$ cat src/rtl/alu_seq_pkg.sv
// Shared types and helpers for the ALU command sequencer: FSM state
// encoding, the 18-bit command layout and its pack/unpack functions.
package alu_seq_pkg;

  typedef enum logic [1:0] {IDLE, ISSUE, WAIT, CAPTURE} state_t;

  // Command word layout: {load, reg[2:0], op[3:0], data[7:0], cin, cout}
  localparam int CMD_W    = 18;
  localparam int COUT_OFF = 0;
  localparam int CIN_OFF  = 1;
  localparam int DATA_OFF = 2;
  localparam int OP_OFF   = 10;
  localparam int REG_OFF  = 14;
  localparam int LOAD_OFF = 17;

  typedef struct packed {
    logic       load;
    logic [2:0] rsel;
    logic [3:0] op;
    logic [7:0] data;
    logic       cin;
    logic       cout;
  } cmd_t;

  function automatic logic [CMD_W-1:0] pack_cmd(input logic       load,
                                                 input logic [2:0] rsel,
                                                 input logic [3:0] op,
                                                 input logic [7:0] data,
                                                 input logic       cin,
                                                 input logic       cout);
    logic [CMD_W-1:0] v;
    v                  = '0;
    v[LOAD_OFF]        = load;
    v[REG_OFF +: 3]    = rsel;
    v[OP_OFF +: 4]     = op;
    v[DATA_OFF +: 8]   = data;
    v[CIN_OFF]         = cin;
    v[COUT_OFF]        = cout;
    return v;
  endfunction

  function automatic cmd_t unpack_cmd(input logic [CMD_W-1:0] v);
    cmd_t c;
    c.load = v[LOAD_OFF];
    c.rsel = v[REG_OFF +: 3];
    c.op   = v[OP_OFF +: 4];
    c.data = v[DATA_OFF +: 8];
    c.cin  = v[CIN_OFF];
    c.cout = v[COUT_OFF];
    return c;
  endfunction

endpackage

$ cat src/rtl/alu_seq_fifo.sv
// Synchronous FIFO for queued host commands. DEPTH must be a power of two
// so the pointers wrap naturally; the occupancy count is registered and
// the full/empty flags are decoded from it.
module alu_seq_fifo #(
  parameter int DEPTH = 4,
  parameter int WIDTH = 18
) (
  input  logic             clk,
  input  logic             rst,
  input  logic             push,
  input  logic             pop,
  input  logic [WIDTH-1:0] wdata,
  output logic [WIDTH-1:0] rdata,
  output logic             full,
  output logic             empty
);

  localparam int AW = $clog2(DEPTH);
  localparam logic [AW:0]   FULL_CNT = (AW+1)'(DEPTH);
  localparam logic [AW:0]   CNT_ONE  = (AW+1)'(1);
  localparam logic [AW-1:0] PTR_ONE  = AW'(1);

  logic [WIDTH-1:0] mem [DEPTH];
  logic [AW-1:0]    wr_ptr;
  logic [AW-1:0]    rd_ptr;
  logic [AW:0]      count;
  logic             do_push;
  logic             do_pop;

  assign full    = (count == FULL_CNT);
  assign empty   = (count == '0);
  assign do_push = push && !full;
  assign do_pop  = pop && !empty;
  assign rdata   = mem[rd_ptr];

  // Pointer and occupancy bookkeeping; simultaneous push/pop keeps count.
  always_ff @(posedge clk or posedge rst) begin
    if (rst) begin
      wr_ptr <= '0;
      rd_ptr <= '0;
      count  <= '0;
    end else begin
      if (do_push) wr_ptr <= wr_ptr + PTR_ONE;
      if (do_pop)  rd_ptr <= rd_ptr + PTR_ONE;
      case ({do_push, do_pop})
        2'b10:   count <= count + CNT_ONE;
        2'b01:   count <= count - CNT_ONE;
        default: count <= count;
      endcase
    end
  end

  // Storage array; contents are don't-care until written, so no reset.
  always_ff @(posedge clk) begin
    if (do_push) mem[wr_ptr] <= wdata;
  end

endmodule

$ cat src/rtl/alu_cmd_sequencer.sv
// Replays buffered host commands onto the CPU strobe interface, honouring
// its two-cycle execute, and returns each execute result as a pulse.
// Optional feature: define ALU_SEQ_OPCNT_EN for the 16-bit completed-execute
// counter on op_count; otherwise op_count is tied to zero.
module alu_cmd_sequencer
  import alu_seq_pkg::*;
#(
  parameter int DEPTH = 4
) (
  input  logic        clk,
  input  logic        rst,
  input  logic        cmd_valid,
  output logic        cmd_ready,
  input  logic        cmd_load,
  input  logic [2:0]  cmd_reg,
  input  logic [3:0]  cmd_op,
  input  logic [7:0]  cmd_data,
  input  logic        cmd_cin,
  input  logic        cmd_cout,
  output logic        cpu_ce,
  output logic        cpu_load,
  output logic [6:0]  cpu_opcode,
  output logic [7:0]  cpu_data_in,
  output logic        cpu_cin,
  output logic        cpu_cout,
  input  logic [7:0]  cpu_data_out,
  output logic        res_valid,
  output logic [7:0]  res_data,
  output logic        busy,
  output logic [15:0] op_count
);

  state_t           state;
  logic [CMD_W-1:0] fifo_wdata;
  logic [CMD_W-1:0] fifo_rdata;
  logic             fifo_full;
  logic             fifo_empty;
  logic             push;
  logic             pop;
  cmd_t             head;

  assign cmd_ready  = !fifo_full;
  assign push       = cmd_valid && !fifo_full;
  assign fifo_wdata = pack_cmd(cmd_load, cmd_reg, cmd_op, cmd_data, cmd_cin, cmd_cout);
  assign head       = unpack_cmd(fifo_rdata);
  // A new command is issued from IDLE, or straight after a load still on
  // the bus; executes must drain through WAIT/CAPTURE first.
  assign pop        = !fifo_empty && ((state == IDLE) || ((state == ISSUE) && cpu_load));
  assign busy       = (state != IDLE) || !fifo_empty;

  alu_seq_fifo #(
    .DEPTH (DEPTH),
    .WIDTH (CMD_W)
  ) u_fifo (
    .clk   (clk),
    .rst   (rst),
    .push  (push),
    .pop   (pop),
    .wdata (fifo_wdata),
    .rdata (fifo_rdata),
    .full  (fifo_full),
    .empty (fifo_empty)
  );

  // Sequencer FSM with registered CPU strobes and result capture.
  always_ff @(posedge clk or posedge rst) begin
    if (rst) begin
      state       <= IDLE;
      cpu_ce      <= 1'b0;
      cpu_load    <= 1'b0;
      cpu_opcode  <= '0;
      cpu_data_in <= '0;
      cpu_cin     <= 1'b0;
      cpu_cout    <= 1'b0;
      res_valid   <= 1'b0;
      res_data    <= '0;
    end else begin
      cpu_ce    <= pop;
      res_valid <= 1'b0;
      if (pop) begin
        cpu_load    <= head.load;
        cpu_opcode  <= {head.rsel, (head.load ? 4'h0 : head.op)};
        cpu_data_in <= head.data;
        cpu_cin     <= head.cin;
        cpu_cout    <= head.cout;
      end
      case (state)
        IDLE:    if (pop) state <= ISSUE;
        ISSUE: begin
          if (!cpu_load)  state <= WAIT;
          else if (!pop)  state <= IDLE;
        end
        WAIT:    state <= CAPTURE;
        CAPTURE: begin
          res_data  <= cpu_data_out;
          res_valid <= 1'b1;
          state     <= IDLE;
        end
        default: state <= IDLE;
      endcase
    end
  end

`ifdef ALU_SEQ_OPCNT_EN
  logic [15:0] cnt_q;

  // Completed-execute counter, wraps at 16 bits.
  always_ff @(posedge clk or posedge rst) begin
    if (rst)                    cnt_q <= '0;
    else if (state == CAPTURE)  cnt_q <= cnt_q + 16'd1;
  end

  assign op_count = cnt_q;
`else
  assign op_count = 16'h0;
`endif

endmodule

$ cat config.mk
export PLATFORM = sky130hd
export DESIGN_NAME = alu_cmd_sequencer
export DESIGN_NICKNAME = d
export VERILOG_FILES = /design/src/rtl/alu_seq_pkg.sv /design/src/rtl/alu_seq_fifo.sv /design/src/rtl/alu_cmd_sequencer.sv
export SDC_FILE = /design/constraint.sdc
export NUM_CORES = 1
export LEC_CHECK = 0
export ABC_AREA = 1
export CORE_MARGIN = 2
export CORE_UTILIZATION = 30
export CTS_BUF_LIST = sky130_fd_sc_hd__clkbuf_4 sky130_fd_sc_hd__clkbuf_8 sky130_fd_sc_hd__clkbuf_16
export DETAILED_ROUTE_END_ITERATION = 16
export GPL_ROUTABILITY_DRIVEN = 0
export SYNTH_ARGS = -nofsm -noshare
export SYNTH_HDL_FRONTEND = slang
export SYNTH_SLANG_ARGS = --single-unit
$ cat constraint.sdc
create_clock -name clk -period 3.65 [get_ports clk]
set_input_delay 0.73 -clock clk [delete_from_list [all_inputs] [get_ports clk]]
set_output_delay 0.73 -clock clk [all_outputs]
set_load 0.01 [all_outputs]
==> metrics.txt <==
port bufs 58; HP Class register to register; final WL 9470 um; Core Area between 0.015 and 0.02 mm2; leakage ~0.0026 uW; critical path's slowest cell clkdlybuf4s50_1; Critical Path RT around 2.9 ns; Die W approximately 130 um; dominant cell type by area after synthesis edfxtp_1; CTS buffer count 9; Final Hold Fails 0; top cells by area, synth edfxtp_1, dfrtp_1, nand2_1; First DRT Iteration DRCs ~180; crit-path cells inv_2 -> nand2_2 -> nor2_4 -> nand2_1 -> or2_1 -> clkdlybuf4s50_1; number of fill cells between 1,500 and 2,000; Top FF cell, synth edfxtp_1; total track usage 0.121; initial antenna violation count 0; total power ~4700 uW; Post-Syn Area roughly 0.0048 mm2; peak supply drop between 0.3 and 0.4 mV; largest net degree at the start of global routing 38; clock sink count 109; EDFF count, synth 72; Max Slew Vio Count 0; crit path DAT about 1.8 ns; Hold-fix buffers, CTS 0; CTS tree yes; post-route ant nets 0; post-detail-place hpwl about 6200 um; vias in the first global route 3,210; routed vias/inst between 4 and 5; Synth Instances ~470; Setup Buffers After CTS 0; final worst path period share 0.705; Max Root-Sink Buffers 2; Slew @ Worst Pin roughly 0.7 ns; top-count cell post-synth nand2_1; I/O pins 75; CP peak stage delay around 0.48 ns; synth cell count leaders nand2_1, edfxtp_1, nor2_1, inv_1, dfrtp_1; post-synthesis sequential area ratio 0.650; first-pass GRT wire length 15,600 um; Yosys warning total 0; Yosys top cell area share 0.455; Fin Setup TNS 0 ns; Setup-failing EPs final 0; min Tclk post-route ~2.6 ns; RSZ-0062 raised after global routing no; CP top delay family buffers and inverters; Rows 46; Final nets about 560; Startpoint Class register; Cell variety after synth 26; DRC 0; R2R setup slack around 1.6 ns; post-synthesis async set-or-reset flop share 0.339; post-CTS sizing 0; fraction of layout cells with a size suffix above 1 0.0749; Crit Path Max Fanout 4; total number of vias approximately 3,000; H-tree depth 3; Slew HR 0.532; WP buf/inv 2; worst skew pair latency around 0.35 ns; WS Path Type register to output pin; # diodes 0; Die ar. 0.0169 mm2; initial core utilization 0.303; f_max about 0.39 GHz; area growth from synthesis to layout 21.4%; Fin Clk Skew between 0.009 and 0.01 ns; final instance area approximately 0.0058 mm2; Clock Tree Root clkbuf_16; synthesized flop and latch total between 100 and 150; Avg Inst Size Synth slightly above 10 um2; grt total ovfl 0; Clock Pin Slew Worst Setup and Hold Paths 0.07 ns; DIE HEIGHT 130 um; element type at the critical path end output pin; worst hold slack 0.484 ns; placed inst area approximately 0.0055 mm2; outcome completed; post-DR wirelength/cell about 13 um; max cap viols 0; first drt pass iteration count 4; PD cells about 800 mW/mm2
==> path summary, 6_finish.rpt <==
path / startpoint / end / cells past startpoint
min: cpu_data_in[3]$_DFFE_PP0P_ / cpu_data_in[3]$_DFFE_PP0P_ / 2
min reg2reg: cpu_data_in[3]$_DFFE_PP0P_ / cpu_data_in[3]$_DFFE_PP0P_ / 2
max: u_fifo.count[0]$_DFFE_PP0P_ / busy / 6
min in group asynchronous: rst / cpu_opcode[6]$_DFFE_PP0P_ / 3
max in group asynchronous: rst / u_fifo.rd_ptr[0]$_DFFE_PP0P_ / 3
max reg2reg: register / u_fifo.count[2]$_DFFE_PP0P_ / 10
==> worst register-to-register path, delay by kind of cell (launching register included) <==
family | cells | cell delay [ns]
XOR/XNOR | 1 | 0.17
adder cells (fa/ha/maj) | 2 | 0.59
buffers and inverters | 2 | 0.18
flip-flops | 1 | 0.39
AND/OR/NAND/NOR | 5 | 0.63
==> cells in the final DEF, fill, tap and decap left out, types with 4 or more instances in the layout <==
| cell type | n |
|---|---|
| nand2_1 | 165 |
| edfxtp_1 | 72 |
| nor2_1 | 60 |
| clkdlybuf4s50_1 | 58 |
| inv_1 | 54 |
| dfrtp_1 | 36 |
| nand3_1 | 16 |
| conb_1 | 16 |
| clkbuf_16 | 9 |
| buf_4 | 7 |
| inv_2 | 5 |
| ha_1 | 5 |
| nand2_2 | 4 |
| nand2_4 | 4 |
==> per-layer routing <==
| metal | track usage | wire (um) |
|---|---|---|
| met3 | 0.0381 | 426 |
| met2 | 0.203 | 4510 |
| met1 | 0.147 | 4420 |
| met5 | 0 | 0 |
| met4 | 0.0443 | 118 |
==> cell type report <==
class	instances	area (um2)	share of cell area
well taps	216	270	0.0468
inverters	60	225	0.0390
repair buffers	65	633	0.110
clock buffers	11	253	0.0438
multi-input cells	284	1260	0.218
clock inverters	5	38.8	0.00672
flip-flops and latches	109	3090	0.535
==> kinds of logic (layout without fill, tap and decap cells) <==
logic type | Yosys count | count (layout) | synth area share
simple gates | 253 | 253 | 0.221
flops | 109 | 109 | 0.650
buf+inv | 90 | 141 | 0.0967
fa+ha+maj | 6 | 6 | 0.0174
xor+xnor | 5 | 5 | 0.00922
compound gates | 4 | 4 | 0.00500
other cells | 1 | 16 | 0.000789
==> per-stage QoR <==
stage          worst slack, ns  utilization  std cells
3_5_place_dp              1.08        0.350        734
3_3_place_gp              1.11        0.350        734
6_report                  1.08        0.369        750
2_1_floorplan             1.63            -        483
5_1_grt                  0.993        0.369        750
4_1_cts                   1.05        0.369        750
==> power breakdown <==
part	internal (uW)	leakage, uW	total (uW)	switching (uW)
sequential	1700	0.00111	1900	200
clock	507	0.000145	949	442
combinational	729	0.00132	1840	1110
==> flip-flops by register name, summed over array words and instances (netlist names), named ones only <==
register / cells
cpu_load: 1
u_fifo.rd_ptr: 2
cpu_cout: 1
cpu_opcode: 7
res_data: 8
u_fifo.wr_ptr: 2
res_valid: 1
cpu_data_in: 8
state: 1
u_fifo.mem: 72
cpu_ce: 1
u_fifo.count: 3
cpu_cin: 1
Power figures use the tool's default switching activity.
